==> config.mk <==
export PLATFORM = sky130hd
export DESIGN_NAME = fp_multiplier
export DESIGN_NICKNAME = d
export VERILOG_FILES = /design/src/rtl/fp_pkg.sv /design/src/rtl/fp_round_pack.sv /design/src/rtl/fp_multiplier.sv
export SDC_FILE = /design/constraint.sdc
export NUM_CORES = 2
export LEC_CHECK = 0
export BUFFER_PORTS_ARGS = -buffer_cell sky130_fd_sc_hd__buf_2
export CORE_UTILIZATION = 40
export CTS_CLUSTER_DIAMETER = 200
export DETAILED_ROUTE_END_ITERATION = 6
export GPL_TIMING_DRIVEN = 0
export SETUP_SLACK_MARGIN = 0.05
export SYNTH_ARGS = -nofsm -noshare
export SYNTH_HDL_FRONTEND = slang
export SYNTH_HIERARCHICAL = 1
export SYNTH_SLANG_ARGS = --single-unit
==> constraint.sdc <==
create_clock -name clk -period 8.75 [get_ports clk]
set_clock_uncertainty 0.05 [all_clocks]
set_input_delay 0.4375 -clock clk [delete_from_list [all_inputs] [get_ports clk]]
set_output_delay 0.4375 -clock clk [all_outputs]
set_load 0.02 [all_outputs]
==> src/rtl/fp_pkg.sv <==
// Shared IEEE-754 single-precision types and constants for the FP datapath stages.
package fp_pkg;

   localparam int unsigned EXP_W  = 8;
   localparam int unsigned MANT_W = 23;
   localparam int unsigned FP_W   = 1 + EXP_W + MANT_W;
   localparam int unsigned SIG_W  = MANT_W + 1;
   localparam int unsigned PROD_W = 2 * SIG_W;
   localparam int unsigned E_W    = 10;
   localparam int unsigned EXP_BIAS = 127;

   localparam logic [FP_W-1:0]  QNAN    = 32'h7FC0_0000;
   localparam logic [EXP_W-1:0] EXP_INF = 8'hFF;

   typedef struct packed {
      logic              sign;
      logic [EXP_W-1:0]  exp;
      logic [MANT_W-1:0] mant;
   } fp_t;

   typedef enum logic [3:0] {
      GET_A, GET_B, UNPACK, SPECIAL, MULT, NORM, ROUND, PACK, PUT_Z
   } fp_mul_state_t;

endpackage

==> src/rtl/fp_round_pack.sv <==
// Combinational round + overflow/underflow pack of a normalised mantissa into IEEE SP.
// FP_MUL_ROUND_NEAREST_EN selects round-to-nearest-even; otherwise the result is truncated.
module fp_round_pack
   import fp_pkg::*;
(
   input  logic                  i_sign,
   input  logic signed [E_W-1:0] i_e,
   input  logic [MANT_W-1:0]     i_m,
   input  logic                  i_g,
   input  logic                  i_s,
   output logic [FP_W-1:0]       o_z
);

   localparam int unsigned SUM_W = MANT_W + 1;
   localparam logic signed [E_W-1:0] E_OVF  = 10'sd255;
   localparam logic signed [E_W-1:0] E_ZERO = 10'sd0;

   logic                  w_inc;
   logic [SUM_W-1:0]      w_sum;
   logic signed [E_W-1:0] w_e;

`ifdef FP_MUL_ROUND_NEAREST_EN
   assign w_inc = i_g & (i_s | i_m[0]);
`else
   logic w_unused_gs;
   assign w_unused_gs = i_g ^ i_s;
   assign w_inc       = 1'b0;
`endif

   // Mantissa carry-out leaves m=0 and bumps the exponent
   assign w_sum = {1'b0, i_m} + SUM_W'(w_inc);
   assign w_e   = i_e + E_W'(w_sum[MANT_W]);

   always_comb begin
      o_z = {i_sign, w_e[EXP_W-1:0], w_sum[MANT_W-1:0]};
      if (w_e >= E_OVF) begin
         o_z = {i_sign, EXP_INF, MANT_W'(0)};
      end else if (w_e <= E_ZERO) begin
         o_z = {i_sign, (FP_W-1)'(0)};
      end
   end

endmodule

==> src/rtl/fp_multiplier.sv <==
// Multi-cycle IEEE SP multiplier with stb/ack handshakes, one product in flight.
// FP_MUL_ROUND_NEAREST_EN enables round-to-nearest-even (default build truncates).
module fp_multiplier
   import fp_pkg::*;
#(
   parameter logic [31:0] NAN_VALUE = QNAN
) (
   input  logic        clk,
   input  logic        rst,
   input  logic [31:0] a_in,
   input  logic        a_stb,
   input  logic [31:0] b_in,
   input  logic        b_stb,
   input  logic        z_ack,
   output logic        a_ack,
   output logic        b_ack,
   output logic [31:0] z_out,
   output logic        z_stb
);

   fp_mul_state_t r_state, w_state_nxt;
   logic r_a_ack, r_b_ack, r_z_stb;
   logic w_a_ack_nxt, w_b_ack_nxt, w_z_stb_nxt;
   logic [FP_W-1:0] r_z_out, r_res;

   fp_t                   r_a, r_b;
   logic                  r_sign, r_za, r_zb;
   logic [EXP_W-1:0]      r_ea, r_eb;
   logic [SIG_W-1:0]      r_ma, r_mb;
   logic [PROD_W-1:0]     r_p;
   logic signed [E_W-1:0] r_e;
   logic [MANT_W-1:0]     r_m;
   logic                  r_g, r_s;

   logic w_nan_a, w_nan_b, w_inf_a, w_inf_b, w_special_hit;
   logic [FP_W-1:0] w_special_z, w_rp_z;

   assign a_ack = r_a_ack;
   assign b_ack = r_b_ack;
   assign z_stb = r_z_stb;
   assign z_out = r_z_out;

   // State register
   always_ff @(posedge clk) begin
      if (rst) r_state <= GET_A;
      else     r_state <= w_state_nxt;
   end

   // Next-state logic
   always_comb begin
      w_state_nxt = r_state;
      case (r_state)
         GET_A:   if (a_stb && r_a_ack) w_state_nxt = GET_B;
         GET_B:   if (b_stb && r_b_ack) w_state_nxt = UNPACK;
         UNPACK:  w_state_nxt = SPECIAL;
         SPECIAL: w_state_nxt = w_special_hit ? PUT_Z : MULT;
         MULT:    w_state_nxt = NORM;
         NORM:    w_state_nxt = ROUND;
         ROUND:   w_state_nxt = PACK;
         PACK:    w_state_nxt = PUT_Z;
         PUT_Z:   if (z_ack && r_z_stb) w_state_nxt = GET_A;
         default: w_state_nxt = GET_A;
      endcase
   end

   // Handshake outputs are registered copies of the state being entered
   always_comb begin
      w_a_ack_nxt = (w_state_nxt == GET_A);
      w_b_ack_nxt = (w_state_nxt == GET_B);
      w_z_stb_nxt = (w_state_nxt == PUT_Z);
   end

   always_ff @(posedge clk) begin
      if (rst) begin
         r_a_ack <= 1'b0;
         r_b_ack <= 1'b0;
         r_z_stb <= 1'b0;
      end else begin
         r_a_ack <= w_a_ack_nxt;
         r_b_ack <= w_b_ack_nxt;
         r_z_stb <= w_z_stb_nxt;
      end
   end

   assign w_nan_a = (r_a.exp == EXP_INF) && (r_a.mant != '0);
   assign w_nan_b = (r_b.exp == EXP_INF) && (r_b.mant != '0);
   assign w_inf_a = (r_a.exp == EXP_INF) && (r_a.mant == '0);
   assign w_inf_b = (r_b.exp == EXP_INF) && (r_b.mant == '0);

   // Special-case detection in priority order: NaN, Inf, zero
   always_comb begin
      w_special_hit = 1'b1;
      w_special_z   = NAN_VALUE;
      if (w_nan_a || w_nan_b || (w_inf_a && r_zb) || (w_inf_b && r_za)) begin
         w_special_z = NAN_VALUE;
      end else if (w_inf_a || w_inf_b) begin
         w_special_z = {r_sign, EXP_INF, MANT_W'(0)};
      end else if (r_za || r_zb) begin
         w_special_z = {r_sign, (FP_W-1)'(0)};
      end else begin
         w_special_hit = 1'b0;
      end
   end

   fp_round_pack u_round_pack (
      .i_sign (r_sign),
      .i_e    (r_e),
      .i_m    (r_m),
      .i_g    (r_g),
      .i_s    (r_s),
      .o_z    (w_rp_z)
   );

   // Datapath; reset discards any latched operands
   always_ff @(posedge clk) begin
      if (rst) begin
         r_a <= '0;  r_b <= '0;  r_sign <= 1'b0;
         r_za <= 1'b0; r_zb <= 1'b0;
         r_ea <= '0; r_eb <= '0; r_ma <= '0; r_mb <= '0;
         r_p <= '0;  r_e <= '0;  r_m <= '0;  r_g <= 1'b0; r_s <= 1'b0;
         r_res <= '0; r_z_out <= '0;
      end else begin
         case (r_state)
            GET_A: if (a_stb && r_a_ack) r_a <= a_in;
            GET_B: if (b_stb && r_b_ack) r_b <= b_in;
            UNPACK: begin
               r_sign <= r_a.sign ^ r_b.sign;
               r_ea   <= r_a.exp;
               r_eb   <= r_b.exp;
               r_za   <= (r_a.exp == '0);
               r_zb   <= (r_b.exp == '0);
               r_ma   <= (r_a.exp == '0) ? '0 : {1'b1, r_a.mant};
               r_mb   <= (r_b.exp == '0) ? '0 : {1'b1, r_b.mant};
            end
            SPECIAL: if (w_special_hit) r_z_out <= w_special_z;
            MULT: begin
               r_p <= PROD_W'(r_ma) * PROD_W'(r_mb);
               r_e <= E_W'(r_ea) + E_W'(r_eb) - E_W'(EXP_BIAS);
            end
            NORM: begin
               if (r_p[PROD_W-1]) begin
                  r_m <= r_p[46:24];
                  r_g <= r_p[23];
                  r_s <= |r_p[22:0];
                  r_e <= r_e + E_W'(1);
               end else begin
                  r_m <= r_p[45:23];
                  r_g <= r_p[22];
                  r_s <= |r_p[21:0];
               end
            end
            ROUND: r_res <= w_rp_z;
            PACK:  r_z_out <= r_res;
            default: ;
         endcase
      end
   end

endmodule

==> summary.txt <==
Critical path
  – Crit path max-delay family: adder cells
  – CP Class: flip-flop to flip-flop
  – Worst path buffer plus inverter count: 3
  – Max incr delay on CP: around 0.80 ns
  – CP most frequent cell: fa_1
  – CP Data Required Time: roughly 9.2 ns
  – Worst endpoint data arrival time: 9.02 ns
  – CP endpoint kind: flip-flop
  – Critical path cell sequence: buf_1 -> nand2_1 -> fa_1 -> fa_1 -> fa_1 -> fa_1 -> fa_1 -> fa_1 -> fa_1 -> inv_1 -> ha_1 -> clkbuf_1 -> and3_1 -> nand4_1 -> o2111ai_1 -> o21ai_1 -> a21oi_1 -> or2_1 -> a41oi_1 -> or4_1 -> nand3_1
  – CP Max Fanout: 10
  – CP Launch Type: flip-flop
  – Slowest stage cell, crit path: dfxtp_1

Layout
  – Finished Layout Cells: 4,467
  – Fin area: around 31,000 um2
  – Most frequent cells in the layout: nand2_1 (600), inv_1 (555), fa_1 (483)
  – Nets: ~4,200
  – Most common cell after layout, fill and taps aside: nand2_1
  – Fill cells: around 7,200
  – Layout cells sized above 1: 0.0518
  – Layout area overhead: 8.64%

Clock tree
  – Post-CTS Setup Repair Bufs: 0
  – CTS tree: done
  – Clock root cell: clkbuf_16
  – Hold Buf Count CTS: 0
  – Total CTS buffers: 25
  – Worst skew pair latency: between 0.5 and 0.6 ns
  – Clock sinks: between 200 and 300
  – CTS Buffer Depth: 3
  – Number of H-tree levels: 1
  – Clock-pin slew of the registers on the worst-case setup and hold paths: ~0.090 ns

Timing
  – Worst-Margin Slew: between 1 and 1.5 ns
  – Final period utilization: 0.979
  – Final Max Slew Viols: 0
  – Slew HR: 0.241
  – Final hold violations: 0
  – Fmax: between 100 and 150 MHz
  – Final setup vio count: 0
  – Post-layout worst setup margin: ~0.18 ns
  – RSZ-0062 raised after global routing: no
  – Crit path time final: 8.57 ns

Drt
  – Final ANT Viol Nets: 0
  – Vias per cell: roughly 5.3
  – Wire per inst: ~21 um
  – Initial DRC Count: 1,652
  – DRC errors left: 0
  – Post-Route WL: ~95,000 um
  – Vias: around 24,000
  – DRT Pass-1 Iters: 6

GRT
  – Largest net degree at the start of global routing: 15
  – GR Util All Layers: 0.265
  – Overflow after GRT: 0
  – First-pass GRT wire length: between 100,000 and 150,000 um
  – Initial antenna violation count: 11
  – Number of global-route vias before repair: 24,100

Placement
  – Placed Area: between 30,000 and 40,000 um2
  – GP Congestion: 1.02
  – Post-Place Cells: 4,419
  – DP Wirelength: 76,100 um
  – Buffers on Ports: between 100 and 150
  – Setup WS pre-CTS: about 0.036 ns

Floorplanning
  – Die area: 73,400 um2
  – Rows: 98
  – # IOs: 104
  – Die extent in x: approximately 270 um
  – Height of the die: approximately 270 um
  – Core ar.: 71,500 um2
  – Initial Utilization: 0.405

Min path
  – Min-Delay Path Class: input port to flip-flop

Logic synthesis
  – Post-Syn Instances: between 3,000 and 4,000
  – Synthesis Warnings: 6
  – Mapped Area: 28,900 um2
  – Synth Area per Inst: 8.59 um2
  – Net count after synthesis: between 4,000 and 5,000

Pwr
  – Maximum VDD drop: roughly 0.13 mV
  – Pleak: approximately 14 nW
  – Power per cell area: around 75 nW/um2

Job
  – Max cap viols: 0

Outcome
  – Status: finished clean
[worst min-delay path, delay by kind of cell]
family	cells	cell delay [ns]
AOI/OAI and AO/OA	1	0.05
and+or+nand+nor	1	0.05
buffers and inverters	1	0.10
[power by group]
part	internal [mW]	leakage (nW)	total (mW)	switching (mW)
Clock	0.572	0.382	1.05	0.478
Combinational	0.0340	11.6	0.108	0.0743
Sequential	1.20	2.10	1.21	0.0145
Total	1.80	14.1	2.37	0.567
[flip-flops by register name, summed over array words and instances, names as in the netlist, 4 cells and up]
register	flops
r_ea	8
z_out	32
r_e	10
r_p	25
r_ma	24
r_state	4
r_res	32
r_eb	8
r_a	32
r_b	32
r_m	23
r_mb	24
[layout make-up]
class	instances	area, um2	area share
multi-input cells	2340	20800	0.662
flip-flops and latches	260	5200	0.166
inverters	555	2080	0.0663
well taps	950	1190	0.0378
plain buffers	212	845	0.0269
clock buffers	37	721	0.0229
repair buffers	102	510	0.0162
clock inverters	6	48.8	0.00155
diodes	5	12.5	0.000398
[per-stage QoR]
step                      power, mW  utilization  TNS (ns)  hold slack, ns
after floorplan                1.29            -         0           0.381
after CTS                      2.39        0.439         0          0.0407
after global placement         1.35        0.428   -0.0142           0.396
after global routing           2.45        0.439         0          0.0603
final                          2.37        0.439         0          0.0634
after detailed placement       1.35        0.428         0           0.396
[routing by layer]
layer	GRT usage	vias up	routed length (um)
li1	-	10700	-
met1	0.358	11800	39900
met2	0.413	1038	41900
met3	0.0579	197	9380
met4	0.100	0	4220
met5	0	-	0
[worst paths after layout]
kind                 start      end  slack (ns)  depth (start not counted)
setup / recovery  r_mb[16]  r_p[39]        0.18                         21
hold / removal    b_in[12]  r_b[12]        0.06                          3
setup reg to reg  r_mb[16]  r_p[39]        0.18                         21
hold reg to reg    r_eb[0]  r_eb[0]        0.41                          2
[what timing repair did]
| action | in CTS | in global routing |
|---|---|---|
| endpoints found under the setup margin | 1 | 4 |
| resized for setup | 1 | 29 |
| endpoints found under the hold margin | 0 | 0 |
(Power assumes the default switching activity.)
